--- config.mk ---
export PLATFORM = sky130hd
export DESIGN_NAME = pulse_stretch_flat
export DESIGN_NICKNAME = d
export VERILOG_FILES = /design/src/rtl/pulse_stretch_pkg.sv /design/src/rtl/pulse_stretch_if.sv /design/src/rtl/pulse_stretch_load_down_counter.sv /design/src/rtl/pulse_stretch.sv /design/src/flat_wrapper.sv
export SDC_FILE = /design/constraint.sdc
export NUM_CORES = 1
export LEC_CHECK = 0
export ABC_CLOCK_PERIOD_IN_PS = 2300
export CAP_MARGIN = 20
export CORE_ASPECT_RATIO = 1.4
export CORE_UTILIZATION = 52
export DETAILED_ROUTE_END_ITERATION = 8
export GPL_ROUTABILITY_DRIVEN = 0
export HOLD_SLACK_MARGIN = 0.15
export PLACE_DENSITY = 0.8
export SYNTH_ARGS = -nofsm -noshare
export SYNTH_HDL_FRONTEND = slang
export SYNTH_SLANG_ARGS = --single-unit
--- constraint.sdc ---
create_clock -name clk -period 2.3 [get_ports clk]
set_clock_uncertainty 0.1 [all_clocks]
set_input_delay 0.345 -clock clk [delete_from_list [all_inputs] [get_ports clk]]
set_output_delay 0.345 -clock clk [all_outputs]
set_load 0.05 [all_outputs]
--- src/rtl/pulse_stretch_pkg.sv ---
// Shared types and constants for the pulse stretcher: FSM state encoding,
// counter width and default phase lengths.
package pulse_stretch_pkg;

  localparam int CNT_W               = 8;
  localparam int DEFAULT_HIGH_CYCLES = 4;
  localparam int DEFAULT_LOW_CYCLES  = 2;

  typedef enum logic [1:0] {
    ST_IDLE = 2'd0,
    ST_HIGH = 2'd1,
    ST_GAP  = 2'd2
  } state_e;

endpackage

--- src/rtl/pulse_stretch_if.sv ---
// Tick request and stretched-pulse status bundle; the stretcher is the slave.
interface pulse_stretch_if;
  import pulse_stretch_pkg::*;

  logic             tick;
  logic             level;
  logic             busy;
  logic             drop_tick;
  logic [CNT_W-1:0] pulse_cnt;

  modport master (output tick, input level, busy, drop_tick, pulse_cnt);
  modport slave  (input tick, output level, busy, drop_tick, pulse_cnt);

endinterface

--- src/rtl/pulse_stretch_load_down_counter.sv ---
// Loadable down counter that saturates at zero; times both the HIGH and GAP
// phases of the pulse stretcher.
module load_down_counter
  import pulse_stretch_pkg::*;
(
  input  logic             clk,
  input  logic             rst,
  input  logic             load,
  input  logic [CNT_W-1:0] load_val,
  input  logic             en,
  output logic             zero
);

  logic [CNT_W-1:0] cnt_q;
  logic [CNT_W-1:0] cnt_d;

  assign zero = (cnt_q == '0);

  always_comb begin
    cnt_d = cnt_q;
    if (load) begin
      cnt_d = load_val;
    end else if (en && !zero) begin
      cnt_d = cnt_q - CNT_W'(1);
    end
  end

  always_ff @(posedge clk) begin
    if (rst) begin
      cnt_q <= '0;
    end else begin
      cnt_q <= cnt_d;
    end
  end

endmodule

--- src/rtl/pulse_stretch.sv ---
// Stretches single-cycle ticks into HIGH_CYCLES-long pulses followed by a
// LOW_CYCLES gap. Define PULSE_STRETCH_RETRIGGER_EN to let a tick during the
// high phase restart it; otherwise such ticks are dropped.
module pulse_stretch
  import pulse_stretch_pkg::*;
#(
  parameter int unsigned HIGH_CYCLES = DEFAULT_HIGH_CYCLES,
  parameter int unsigned LOW_CYCLES  = DEFAULT_LOW_CYCLES
) (
  input  logic           clk,
  input  logic           rst,
  pulse_stretch_if.slave bus
);

  if (HIGH_CYCLES < 1 || HIGH_CYCLES > 255) begin : g_bad_high
    $error("pulse_stretch: HIGH_CYCLES must be in 1..255");
  end
  if (LOW_CYCLES > 255) begin : g_bad_low
    $error("pulse_stretch: LOW_CYCLES must be in 0..255");
  end

  localparam logic [CNT_W-1:0] HIGH_LOAD = CNT_W'(HIGH_CYCLES - 1);
  localparam logic [CNT_W-1:0] LOW_LOAD  = CNT_W'((LOW_CYCLES == 0) ? 0 : LOW_CYCLES - 1);

  state_e           state_q, state_d;
  logic             level_q, level_d;
  logic             busy_q, busy_d;
  logic             drop_tick_q, drop_tick_d;
  logic [CNT_W-1:0] pulse_cnt_q, pulse_cnt_d;

  logic             cnt_load;
  logic [CNT_W-1:0] cnt_load_val;
  logic             cnt_en;
  logic             cnt_zero;

  load_down_counter u_counter (
    .clk      (clk),
    .rst      (rst),
    .load     (cnt_load),
    .load_val (cnt_load_val),
    .en       (cnt_en),
    .zero     (cnt_zero)
  );

  always_comb begin
    state_d      = state_q;
    drop_tick_d  = 1'b0;
    pulse_cnt_d  = pulse_cnt_q;
    cnt_load     = 1'b0;
    cnt_load_val = HIGH_LOAD;
    cnt_en       = 1'b0;

    unique case (state_q)
      ST_IDLE: begin
        if (bus.tick) begin
          state_d     = ST_HIGH;
          cnt_load    = 1'b1;
          pulse_cnt_d = pulse_cnt_q + CNT_W'(1);
        end
      end

      ST_HIGH: begin
`ifdef PULSE_STRETCH_RETRIGGER_EN
        if (bus.tick) begin
          cnt_load    = 1'b1;
          pulse_cnt_d = pulse_cnt_q + CNT_W'(1);
        end else if (cnt_zero) begin
`else
        drop_tick_d = bus.tick;
        if (cnt_zero) begin
`endif
          // With no gap configured the pulse ends straight back in IDLE.
          if (LOW_CYCLES == 0) begin
            state_d = ST_IDLE;
          end else begin
            state_d      = ST_GAP;
            cnt_load     = 1'b1;
            cnt_load_val = LOW_LOAD;
          end
        end else begin
          cnt_en = 1'b1;
        end
      end

      ST_GAP: begin
        drop_tick_d = bus.tick;
        if (cnt_zero) begin
          state_d = ST_IDLE;
        end else begin
          cnt_en = 1'b1;
        end
      end

      default: state_d = ST_IDLE;
    endcase

    level_d = (state_d == ST_HIGH);
    busy_d  = (state_d != ST_IDLE);
  end

  always_ff @(posedge clk) begin
    if (rst) begin
      state_q     <= ST_IDLE;
      level_q     <= 1'b0;
      busy_q      <= 1'b0;
      drop_tick_q <= 1'b0;
      pulse_cnt_q <= '0;
    end else begin
      state_q     <= state_d;
      level_q     <= level_d;
      busy_q      <= busy_d;
      drop_tick_q <= drop_tick_d;
      pulse_cnt_q <= pulse_cnt_d;
    end
  end

  assign bus.level     = level_q;
  assign bus.busy      = busy_q;
  assign bus.drop_tick = drop_tick_q;
  assign bus.pulse_cnt = pulse_cnt_q;

endmodule

--- src/flat_wrapper.sv ---
// flat-port wrapper written by rule: the top's interface ports become plain ports
module pulse_stretch_flat import pulse_stretch_pkg::*;
#(
  parameter int unsigned HIGH_CYCLES = DEFAULT_HIGH_CYCLES,
  parameter int unsigned LOW_CYCLES  = DEFAULT_LOW_CYCLES
)
  (clk, rst, bus_tick, bus_level, bus_busy, bus_drop_tick, bus_pulse_cnt);
  pulse_stretch_if bus_i ();
  input  logic clk;
  input  logic rst;
  input wire logic [$bits(bus_i.tick)-1:0] bus_tick;
  output wire logic [$bits(bus_i.level)-1:0] bus_level;
  output wire logic [$bits(bus_i.busy)-1:0] bus_busy;
  output wire logic [$bits(bus_i.drop_tick)-1:0] bus_drop_tick;
  output wire logic [$bits(bus_i.pulse_cnt)-1:0] bus_pulse_cnt;
  assign bus_i.tick = bus_tick;
  assign bus_level = bus_i.level;
  assign bus_busy = bus_i.busy;
  assign bus_drop_tick = bus_i.drop_tick;
  assign bus_pulse_cnt = bus_i.pulse_cnt;
  pulse_stretch #(.HIGH_CYCLES(HIGH_CYCLES), .LOW_CYCLES(LOW_CYCLES)) u_core (.clk(clk), .rst(rst), .bus(bus_i));
endmodule
==> results.json <==
{
  "ctsRootBufferMaster": "clkbuf_4",
  "hold_viol": 0,
  "start_kind": "flop",
  "wl_per_cell_um": 13.17,
  "insertion_delay_ns": 0.29,
  "ff2ff_path_depth": 6,
  "crit_buf_inv": 1,
  "synth.cell_area_sq_um": 1026,
  "grt_use_total": 0.2125,
  "grt_pass1_vias": 728,
  "drv_cap": 0,
  "clock_tree.buffer_depth": 2,
  "syn_inst": 111,
  "peakVddDrop_mv": 0.6114,
  "drtPass1Iterations": 4,
  "critical_path_class": "flop to output port",
  "dieArea_sq_um": 2157,
  "max_freq_mhz": 500.3,
  "ys_seq_area_frac": 0.4098,
  "gr-total-overflow": 0,
  "ys.flop_type": "dfxtp_1",
  "start_util": 0.5694,
  "rr_endpoint": "u_core.u_counter.cnt_q[3]",
  "hold_path_depth": 2,
  "die_width_um": 39.54,
  "final_antenna_net_count": 0,
  "antenna_found_initial": 0,
  "setup_violations": 0,
  "synth_cell_types": 35,
  "routed_via_density": 5.653,
  "clk_pin_slew_ns": 0.11,
  "relSlewSlack": 0.6696,
  "cp-startpoint": "u_core.bus.pulse_cnt[3]",
  "rr_startpoint": "u_core.u_counter.cnt_q[0]",
  "core_area_sq_um": 1802,
  "hp-class": "flop to flop",
  "hold_buffers": 0,
  "avgSynthCellArea_sq_um": 9.243,
  "num_io_pins": 14,
  "crit_arrival_ns": 1.55,
  "cp_max_fo": 5,
  "tightest_slew_ns": 0.4941,
  "finalWirelength_mm": 1.936,
  "multi_input_area_sq_um": 575.6,
  "num_rows": 18,
  "n_antenna_cell": 0,
  "worst_hold_startpoint": "u_core.bus.pulse_cnt[1]",
  "hold_path_end": "u_core.bus.pulse_cnt[1]",
  "postCtsSetupRepairBufs": 0,
  "grt_first_pass_wirelength_mm": 3.118,
  "seq_area_sq_um": 420.4,
  "synthesis.nets": 120,
  "cts_buffers": 3,
  "fill_cells": 162,
  "drt_iter0_markers": 8,
  "ys_ff_latch": 21,
  "fin_tns_setup_ns": 0,
  "layout-drive-gt1-share": 0.09449,
  "yosys_warnings": 0,
  "fin_nets": 137,
  "fin_crit_ns": 1.999,
  "rsz0062_at_grt": "false",
  "cellLeakagePower_nw": 0.4730,
  "cts_resized": 0,
  "period_share": 0.8691,
  "design_power_total_mw": 1.371,
  "synth_edf_count": 0,
  "worst_setup_path_end_kind": "output port",
  "grt_max_degree": 13,
  "hpwlAfterDp_mm": 1.504,
  "path_cells": "clkdlybuf4s50_1",
  "required_ns": 1.86,
  "slew_viol_final": 0,
  "cts_tree": "done",
  "die_height_um": 54.56,
  "cp_slowest_cell": "clkdlybuf4s50_1",
  "async_flop_share": 0,
  "drc": 0,
  "syn_to_final_growth_pct": 17.68,
  "cts.sinks": 21,
  "cts_max_level": 1,
  "status": "complete, no violations",
  "crit_family": "buffers and inverters",
  "ff2ff_setup_slack_ns": 0.40,
  "vias": 831,
  "p_per_area_nw_per_um2": 1136,
  "io_buffers": 13,
  "cpPeakStageDelay_ns": 0.84
}
final cells by class:
class / count / area share
tap: 20 / 0.02073
clock buffer: 4 / 0.02176
timing repair buffer: 14 / 0.1140
sequential: 21 / 0.3482
multi-input combinational: 82 / 0.4767
inverter: 6 / 0.01865
power by group:
part | internal, mW | leakage (nW) | switching, mW
Combinational | 0.293 | 0.287 | 0.400
Clock | 0.0673 | 0.0150 | 0.100
Sequential | 0.438 | 0.171 | 0.0740
Total | 0.798 | 0.473 | 0.574
stage by stage:
stage,instance area (sq um),hold slack [ns],utilization,setup slack (ns),cells
floorplan,1026,0.3171,-,0.5913,111
global placement,1181,0.3725,0.6556,0.3965,143
detailed placement,1181,0.3956,0.6556,0.3474,143
CTS,1207,0.4110,0.6701,0.2873,147
global route,1207,0.4384,0.6701,0.2408,147
finish,1207,0.4022,0.6701,0.3011,147
cells in the mapped netlist (2+ instances only):
| library cell | n | share of area |
|---|---|---|
| a21oi_1 | 3 | 0.015 |
| clkbuf_1 | 2 | 0.0073 |
| nor3_1 | 2 | 0.0098 |
| xnor2_1 | 2 | 0.017 |
| nor2_1 | 17 | 0.062 |
| ha_1 | 6 | 0.073 |
| nand2_1 | 9 | 0.033 |
| and3_1 | 2 | 0.012 |
| nor2b_1 | 3 | 0.018 |
| a211oi_1 | 2 | 0.015 |
| dfxtp_1 | 21 | 0.41 |
| o211ai_1 | 2 | 0.015 |
| a311oi_1 | 2 | 0.017 |
| xor2_1 | 9 | 0.077 |
| inv_1 | 6 | 0.022 |
| nand4_1 | 4 | 0.024 |
cells by family (layout without fill, tap and decap cells):
family          after synthesis  in the layout  synth area share
flops                        21             21            0.4098
buf+inv                       8             24           0.02927
compound gates               16             16            0.1207
simple gates                 48             48            0.2585
xor+xnor                     11             11           0.09391
fa+ha+maj                     6              6           0.07317
mux                           1              1           0.01463
placed cells by master (no fill, tap or decap), drive strengths merged, types with 2 or more instances in the layout:
| cell | synthesis | final |
|---|---|---|
| nand4 | 4 | 4 |
| a211oi | 3 | 3 |
| a311oi | 2 | 2 |
| o211ai | 2 | 2 |
| dfxtp | 21 | 21 |
| nor3 | 2 | 2 |
| inv | 6 | 6 |
| nand2 | 9 | 9 |
| or4 | 2 | 2 |
| nor4 | 2 | 2 |
| clkbuf | 2 | 4 |
| nor2 | 17 | 17 |
| a21oi | 3 | 3 |
| ha | 6 | 6 |
| and3 | 3 | 3 |
| xnor2 | 2 | 2 |
| clkdlybuf4s50 | 0 | 13 |
| nor2b | 3 | 3 |
| xor2 | 9 | 9 |
worst max-delay path by stage:
| stage | endpoint | slack, ns | cells after the start |
|---|---|---|---|
| 2_1_floorplan | u_core.u_counter.cnt_q[2] | 0.59 | 6 |
| 3_3_place_gp | u_core.bus.pulse_cnt[7] | 0.40 | 5 |
| 3_5_place_dp | u_core.bus.pulse_cnt[5] | 0.35 | 5 |
| 4_1_cts | bus_pulse_cnt[3] | 0.29 | 1 |
| 5_1_grt | bus_pulse_cnt[3] | 0.24 | 1 |
| 6_report | bus_pulse_cnt[3] | 0.30 | 1 |
registers in the layout (all words and copies together) (netlist names):
signal / cells
u_core.bus.level: 1
u_core.bus.drop_tick: 1
u_core.u_counter.cnt_q: 8
u_core.state_q: 2
u_core.bus.busy: 1
u_core.bus.pulse_cnt: 8
per-layer routing:
metal | vias to the layer above | global-route usage | routed length, um
li1 | 425 | - | -
met1 | 392 | 0.2273 | 834
met2 | 12 | 0.3934 | 1034
met3 | 2 | 0.03659 | 44
met4 | 0 | 0.08621 | 23
met5 | - | 0 | 0
(Power assumes the default switching activity.)
